File: src/rtl/vga_mem_arbiter_if.sv
// Bus bundle between the display fetcher, the CPU port and the video RAM,
// as seen by the video memory arbiter.
interface vga_mem_arbiter_if #(
  parameter int ADDR_W = 16,
  parameter int DATA_W = 16
);
  logic              vga_blank_n;
  logic              pix_req;
  logic [ADDR_W-1:0] pix_addr;
  logic              pix_ack;
  logic [DATA_W-1:0] pix_rdata;
  logic              pix_valid;
  logic              cpu_req;
  logic              cpu_we;
  logic [ADDR_W-1:0] cpu_addr;
  logic [DATA_W-1:0] cpu_wdata;
  logic              cpu_ack;
  logic [DATA_W-1:0] cpu_rdata;
  logic              cpu_valid;
  logic [ADDR_W-1:0] mem_addr;
  logic              mem_we;
  logic [DATA_W-1:0] mem_wdata;
  logic [DATA_W-1:0] mem_rdata;

  modport slave (
    input  vga_blank_n, pix_req, pix_addr, cpu_req, cpu_we, cpu_addr, cpu_wdata, mem_rdata,
    output pix_ack, pix_rdata, pix_valid, cpu_ack, cpu_rdata, cpu_valid, mem_addr, mem_we, mem_wdata
  );

  modport master (
    output vga_blank_n, pix_req, pix_addr, cpu_req, cpu_we, cpu_addr, cpu_wdata, mem_rdata,
    input  pix_ack, pix_rdata, pix_valid, cpu_ack, cpu_rdata, cpu_valid, mem_addr, mem_we, mem_wdata
  );
endinterface

File: src/rtl/vga_mem_arbiter.sv
// Single-port video RAM arbiter: display fetches win during active video,
// the CPU wins during blanking or once it has been starved long enough.
module vga_mem_arbiter #(
  parameter int ADDR_W     = 16,
  parameter int DATA_W     = 16,
  parameter int STARVE_MAX = 8
) (
  input  logic               clk,
  input  logic               rst,
  vga_mem_arbiter_if.slave   bus
);

  localparam int SW = $clog2(STARVE_MAX + 1);

  typedef enum logic [1:0] {IDLE, GNT_PIX, GNT_CPU} state_t;

  state_t            state, nxt_state;
  logic              run;
  logic [SW-1:0]     starve_cnt, nxt_starve;
  logic              pix_elig, cpu_elig;
  logic [ADDR_W-1:0] mem_addr_q, nxt_addr;
  logic              mem_we_q, nxt_we;
  logic [DATA_W-1:0] mem_wdata_q, nxt_wdata;
  logic              rd_pix_q, rd_cpu_q;
  logic              pix_valid_q, cpu_valid_q;
  logic [DATA_W-1:0] pix_rdata_q, cpu_rdata_q;

  // Decisions are held off until one full cycle out of reset has passed,
  // and a requester granted this cycle sits out this cycle's decision.
  always_comb begin
    nxt_state  = IDLE;
    nxt_addr   = mem_addr_q;
    nxt_we     = 1'b0;
    nxt_wdata  = mem_wdata_q;
    nxt_starve = starve_cnt;
    pix_elig   = run && bus.pix_req && (state != GNT_PIX);
    cpu_elig   = run && bus.cpu_req && (state != GNT_CPU);

    if (pix_elig && cpu_elig) begin
      if (!bus.vga_blank_n || (starve_cnt == SW'(STARVE_MAX)))
        nxt_state = GNT_CPU;
      else
        nxt_state = GNT_PIX;
    end else if (pix_elig) begin
      nxt_state = GNT_PIX;
    end else if (cpu_elig) begin
      nxt_state = GNT_CPU;
    end

    case (nxt_state)
      GNT_PIX: begin
        nxt_addr = bus.pix_addr;
      end
      GNT_CPU: begin
        nxt_addr  = bus.cpu_addr;
        nxt_we    = bus.cpu_we;
        nxt_wdata = bus.cpu_wdata;
      end
      default: ;
    endcase

    if (!bus.cpu_req || (nxt_state == GNT_CPU) || (state == GNT_CPU))
      nxt_starve = '0;
    else if (starve_cnt != SW'(STARVE_MAX))
      nxt_starve = starve_cnt + SW'(1);
  end

  // Grant register plus the RAM command it drives.
  always_ff @(posedge clk) begin
    if (!rst) begin
      state       <= IDLE;
      run         <= 1'b0;
      starve_cnt  <= '0;
      mem_addr_q  <= '0;
      mem_we_q    <= 1'b0;
      mem_wdata_q <= '0;
    end else begin
      state       <= nxt_state;
      run         <= 1'b1;
      starve_cnt  <= nxt_starve;
      mem_addr_q  <= nxt_addr;
      mem_we_q    <= nxt_we;
      mem_wdata_q <= nxt_wdata;
    end
  end

  // Read return path: the tag follows the grant by one cycle to line up with
  // mem_rdata, then data is captured into the requester's output register.
  always_ff @(posedge clk) begin
    if (!rst) begin
      rd_pix_q    <= 1'b0;
      rd_cpu_q    <= 1'b0;
      pix_valid_q <= 1'b0;
      cpu_valid_q <= 1'b0;
      pix_rdata_q <= '0;
      cpu_rdata_q <= '0;
    end else begin
      rd_pix_q    <= (state == GNT_PIX);
      rd_cpu_q    <= (state == GNT_CPU) && !mem_we_q;
      pix_valid_q <= rd_pix_q;
      cpu_valid_q <= rd_cpu_q;
      if (rd_pix_q)
        pix_rdata_q <= bus.mem_rdata;
      if (rd_cpu_q)
        cpu_rdata_q <= bus.mem_rdata;
    end
  end

  assign bus.pix_ack   = (state == GNT_PIX);
  assign bus.cpu_ack   = (state == GNT_CPU);
  assign bus.mem_addr  = mem_addr_q;
  assign bus.mem_we    = mem_we_q;
  assign bus.mem_wdata = mem_wdata_q;
  assign bus.pix_valid = pix_valid_q;
  assign bus.cpu_valid = cpu_valid_q;
  assign bus.pix_rdata = pix_rdata_q;
  assign bus.cpu_rdata = cpu_rdata_q;

endmodule

File: src/flat_wrapper.sv
// flat-port wrapper written by rule: the top's interface ports become plain ports
module vga_mem_arbiter_flat 
#(
  parameter int ADDR_W     = 16,
  parameter int DATA_W     = 16,
  parameter int STARVE_MAX = 8
)
  (clk, rst, bus_vga_blank_n, bus_pix_req, bus_pix_addr, bus_cpu_req, bus_cpu_we, bus_cpu_addr, bus_cpu_wdata, bus_mem_rdata, bus_pix_ack, bus_pix_rdata, bus_pix_valid, bus_cpu_ack, bus_cpu_rdata, bus_cpu_valid, bus_mem_addr, bus_mem_we, bus_mem_wdata);
  vga_mem_arbiter_if #(.ADDR_W(ADDR_W), .DATA_W(DATA_W)) bus_i ();
  input  logic clk;
  input  logic rst;
  input wire logic [$bits(bus_i.vga_blank_n)-1:0] bus_vga_blank_n;
  input wire logic [$bits(bus_i.pix_req)-1:0] bus_pix_req;
  input wire logic [$bits(bus_i.pix_addr)-1:0] bus_pix_addr;
  input wire logic [$bits(bus_i.cpu_req)-1:0] bus_cpu_req;
  input wire logic [$bits(bus_i.cpu_we)-1:0] bus_cpu_we;
  input wire logic [$bits(bus_i.cpu_addr)-1:0] bus_cpu_addr;
  input wire logic [$bits(bus_i.cpu_wdata)-1:0] bus_cpu_wdata;
  input wire logic [$bits(bus_i.mem_rdata)-1:0] bus_mem_rdata;
  output wire logic [$bits(bus_i.pix_ack)-1:0] bus_pix_ack;
  output wire logic [$bits(bus_i.pix_rdata)-1:0] bus_pix_rdata;
  output wire logic [$bits(bus_i.pix_valid)-1:0] bus_pix_valid;
  output wire logic [$bits(bus_i.cpu_ack)-1:0] bus_cpu_ack;
  output wire logic [$bits(bus_i.cpu_rdata)-1:0] bus_cpu_rdata;
  output wire logic [$bits(bus_i.cpu_valid)-1:0] bus_cpu_valid;
  output wire logic [$bits(bus_i.mem_addr)-1:0] bus_mem_addr;
  output wire logic [$bits(bus_i.mem_we)-1:0] bus_mem_we;
  output wire logic [$bits(bus_i.mem_wdata)-1:0] bus_mem_wdata;
  assign bus_i.vga_blank_n = bus_vga_blank_n;
  assign bus_i.pix_req = bus_pix_req;
  assign bus_i.pix_addr = bus_pix_addr;
  assign bus_i.cpu_req = bus_cpu_req;
  assign bus_i.cpu_we = bus_cpu_we;
  assign bus_i.cpu_addr = bus_cpu_addr;
  assign bus_i.cpu_wdata = bus_cpu_wdata;
  assign bus_i.mem_rdata = bus_mem_rdata;
  assign bus_pix_ack = bus_i.pix_ack;
  assign bus_pix_rdata = bus_i.pix_rdata;
  assign bus_pix_valid = bus_i.pix_valid;
  assign bus_cpu_ack = bus_i.cpu_ack;
  assign bus_cpu_rdata = bus_i.cpu_rdata;
  assign bus_cpu_valid = bus_i.cpu_valid;
  assign bus_mem_addr = bus_i.mem_addr;
  assign bus_mem_we = bus_i.mem_we;
  assign bus_mem_wdata = bus_i.mem_wdata;
  vga_mem_arbiter #(.ADDR_W(ADDR_W), .DATA_W(DATA_W), .STARVE_MAX(STARVE_MAX)) u_core (.clk(clk), .rst(rst), .bus(bus_i));
endmodule
File: config.mk
export PLATFORM = sky130hd
export DESIGN_NAME = vga_mem_arbiter_flat
export DESIGN_NICKNAME = d
export VERILOG_FILES = /design/src/rtl/vga_mem_arbiter_if.sv /design/src/rtl/vga_mem_arbiter.sv /design/src/flat_wrapper.sv
export SDC_FILE = /design/constraint.sdc
export NUM_CORES = 1
export LEC_CHECK = 0
export CAP_MARGIN = 20
export CELL_PAD_IN_SITES_DETAIL_PLACEMENT = 1
export CELL_PAD_IN_SITES_GLOBAL_PLACEMENT = 2
export CORE_UTILIZATION = 21
export CTS_CLUSTER_SIZE = 8
export DETAILED_ROUTE_END_ITERATION = 8
export GPL_TIMING_DRIVEN = 0
export MAX_ROUTING_LAYER = met4
export PLACE_DENSITY = 0.85
export SLEW_MARGIN = 40
export SYNTH_ARGS = -nofsm -noshare
export SYNTH_HDL_FRONTEND = slang
export SYNTH_SLANG_ARGS = --single-unit
File: constraint.sdc
create_clock -name clk -period 1.41 [get_ports clk]
set_input_delay 0.282 -clock clk [delete_from_list [all_inputs] [get_ports clk]]
set_output_delay 0.282 -clock clk [all_outputs]
set_load 0.02 [all_outputs]
==> out/summary.md <==
The checks that failed: negative setup slack. After detailed placement, the design holds a cell count of 642. The tools report the number of placement rows as 44.

At the pin with the least slew margin, the transition time is 505 ps. The startpoint kind of the worst setup timing path was a register. The count of nets left with antenna violations once routing finished came out at 0. Detailed placement ended at an HPWL of 8.32 mm. The tools report the number of distinct library cells after synthesis as 33. The chip width is 123 um, and the area overhead of the layout relative to synthesis is 75.9%. The source-to-sink clock delay at the later pin of the worst-skew pair is 340 ps, and the time the final worst path needs with I/O delays and setup is 1520 ps.

The cell sitting at the root of the clock tree is a clkbuf_16. Worst-path maximum fanout: 8. CTS built an H-tree with a depth of 3. The worst vdd rail ir drop came out at 0.580 mV. The initial core utilization was 21.4%; the post-synthesis area per instance was 9.67 um2. The part of the cycle the worst path needs is 108%. The detailed-route vias per instance is 4.62.

The first TritonRoute pass finished after 4 iterations. The final route contains 3129 vias. The routability congestion estimate is 0.724. The setup slack after layout is -110 ps, and the power density of the placed cells is 1060 nW/um2. In this run, the number of DRC markers left after iteration 0 of detailed routing was 105. Hold is met by 270 ps.

The number of filler cells placed in the layout was 1630; the count of input and output buffers was 138. Setup violations remaining at the end of the flow were counted as 34. The die span in y is 123 um. The post-layout total power was 5.77 mW; the maximum number of pins on one net before global-route repair was 13. For this run, the register share of the synthesized area comes to 49.2%. The peak clock frequency supported by timing was 658 MHz; the number of global-route vias before repair was 3374. After global routing the overflow that remains totals 0. The clock passes through at most 2 buffers. The count of endpoints failing hold in the final timing report was 0. Setup repair after global routing could not meet its margin everywhere. The class of the most critical setup path is reg2reg. The number of antenna diodes in the final layout is 0.

Dividing the detail-routed wire length by the instance count gives 17.1 um. Cells fill 37.6% of the core in the end. The floorplan step defined a die boundary enclosing 15200 um2. For the worst setup path, the data arrival time is 1760 ps. The commonest non-fill, non-tap cell in the layout was dfxtp_1. For this design the static power due to leakage is 2.26 nW. TritonCTS built the clock tree. The first global-routing pass estimated 17.4 mm of wire. After the flow finishes, the layout carries non-filler instances totaling 677. The total number of nets in the final design was 560. The top-level I/O count is 139, and the clock transition time at the flip-flop clock pins of the worst setup and hold paths is 60 ps. The flow ran to the end, but the final reports show violations. In the post-synthesis netlist, the biggest area contributors are dfxtp_1 49%, mux2i_1 10%, a21oi_1 5.7%, nand3_1 5.7%, a311oi_2 4.9%. The synthesized design spends more area on one cell type than any other, namely dfxtp_1. The total area inside the core boundary comes to 14500 um2.

In the global route stage, overall resource usage came out at 15.8%. The tools report the netlist area before placement as 3100 um2. The number of nets handed over by synthesis was 392.

The area share of the leading cell type in the synthesized netlist is 49.2%, and the number of max-cap violations is 0. The final max-slew violation count came out at 0. Number of DRC violations after detailed routing: 0. Synthesis handed over a netlist of 320 instances. The total detailed-routing wirelength was 11.6 mm. For the worst setup path, the data required time is 1650 ps.

For the count of clock tree sinks, the log shows 76. In this run the tightest slew margin relative to its limit is 66.3%. The number of warnings reported in the yosys synthesis log came out at 0. The library cells used most frequently in the layout, excluding fill and tap cells, are 72 x dfxtp_1, 69 x dlygate4sd2_1, 66 x clkdlybuf4s50_1, 35 x nor2_1, 33 x a21oi_1.

Counting flops and latches in the post-synthesis netlist gives 76. Number of antenna violations at the first check in global routing: 0. The element type at the critical path end is a register.

For the clock skew, the log shows 7.76 ps. Buffers inserted during clock tree synthesis total 9. Worst hold path class: in2reg. The post-route netlist has 26.0% of its cells at a drive strength greater than 1.
-- synth_stat cells, drive strengths merged --
cell,n
xor2,1
o2111a,1
a311oi,16
nand3,35
xnor2,1
nor2,38
a21o,2
o21a,1
nor3,2
and4,1
nand4,1
buf,20
ha,2
inv,6
and3,1
dfxtp,76
mux2i,32
clkbuf,8
nand2,1
o21ai,32
a211oi,1
nand2b,2
a21oi,35
and2,4
nand3b,1
-- worst max-delay path, stage by stage, from the launching register on --
cell      delay, ps
dfxtp_2         330
inv_2            50
ha_4            160
nand3b_4         90
and4_4          320
buf_6           160
o21ai_2          70
a311oi_1        250
-- cell families (layout without fill, tap and decap cells) --
logic type / after synthesis / in the layout / synth area share [%]
buffers and inverters: 34 / 207 / 5.86
multiplexers: 32 / 32 / 10.3
flip-flops: 76 / 76 / 49.2
adder cells (fa/ha/maj): 2 / 2 / 0.808
AND/OR/NAND/NOR: 86 / 86 / 14.1
AO/OA/AOI/OAI: 88 / 88 / 19.2
XOR/XNOR: 2 / 2 / 0.566
-- per-layer routing --
| metal | global-route usage, % | vias up | share of wire [%] | wire length (um) |
|---|---|---|---|---|
| met5 | - | - | 0 | 0 |
| met4 | 6.63 | 0 | 2.2 | 258 |
| met3 | 3.09 | 19 | 4.7 | 541 |
| met2 | 27.5 | 90 | 52 | 5970 |
| met1 | 17.5 | 1539 | 41 | 4800 |
| li1 | - | 1481 | - | - |
-- cell type report --
| class | instances | area [um2] | area share, % |
|---|---|---|---|
| Multi-Input combinational cell | 210 | 1570 | 28.8 |
| Timing Repair Buffer | 157 | 1530 | 28.1 |
| Sequential cell | 76 | 1530 | 28.0 |
| Buffer | 28 | 246 | 4.53 |
| Clock buffer | 11 | 243 | 4.46 |
| Tap cell | 184 | 230 | 4.23 |
| Clock inverter | 5 | 75.1 | 1.38 |
| Inverter | 6 | 22.5 | 0.414 |
-- path summary, 6_finish.rpt --
kind                                          start                                  end  slack, ps  depth (start not counted)
setup / recovery  u_core.starve_cnt[1]$_SDFFE_PP0N_  u_core.bus.mem_addr[1]$_SDFFE_PN0P_       -110                          7
hold / removal                                  rst                   u_core.run$_DFF_P_        270                          1
setup reg to reg  u_core.starve_cnt[1]$_SDFFE_PP0N_  u_core.bus.mem_addr[1]$_SDFFE_PN0P_       -110                          7
hold reg to reg        u_core.bus.mem_we$_SDFF_PN0_           u_core.rd_cpu_q$_SDFF_PN0_        420                          1
-- stage by stage --
| step | setup WS [ps] | cell area [um2] | TNS (ps) |
|---|---|---|---|
| 2_1_floorplan | -5.42 | 3110 | -53.6 |
| 3_3_place_gp | -848 | 4730 | -46790 |
| 3_5_place_dp | -896 | 4730 | -51670 |
| 4_1_cts | -120 | 5270 | -1840 |
| 5_1_grt | -182 | 5450 | -4250 |
| 6_report | -110 | 5450 | -1840 |
-- sequential cells by signal, summed over array words and instances (netlist names) --
register / flops
u_core.bus.cpu_rdata: 16
u_core.bus.mem_addr: 16
u_core.bus.mem_wdata: 16
u_core.bus.pix_rdata: 16
u_core.starve_cnt: 4
u_core.state: 2
u_core.bus.cpu_valid: 1
u_core.bus.mem_we: 1
u_core.bus.pix_valid: 1
u_core.rd_cpu_q: 1
u_core.rd_pix_q: 1
u_core.run: 1
-- repair_timing --
item                       4_1_cts  5_1_grt
cloned                           4        1
hold buffers                     0        0
setup buffers                   10        4
resized for setup              135       30
setup endpoints to repair      140       73
pin swaps                       38       27
-- power breakdown --
group	leakage [nW]	internal [mW]	total [mW]	switching, mW
sequential	0.621	2.23	2.28	0.0491
clock	0.159	1.59	2.51	0.916
combinational	1.48	0.494	0.979	0.485
No activity file was read; power rests on OpenSTA's default activity.
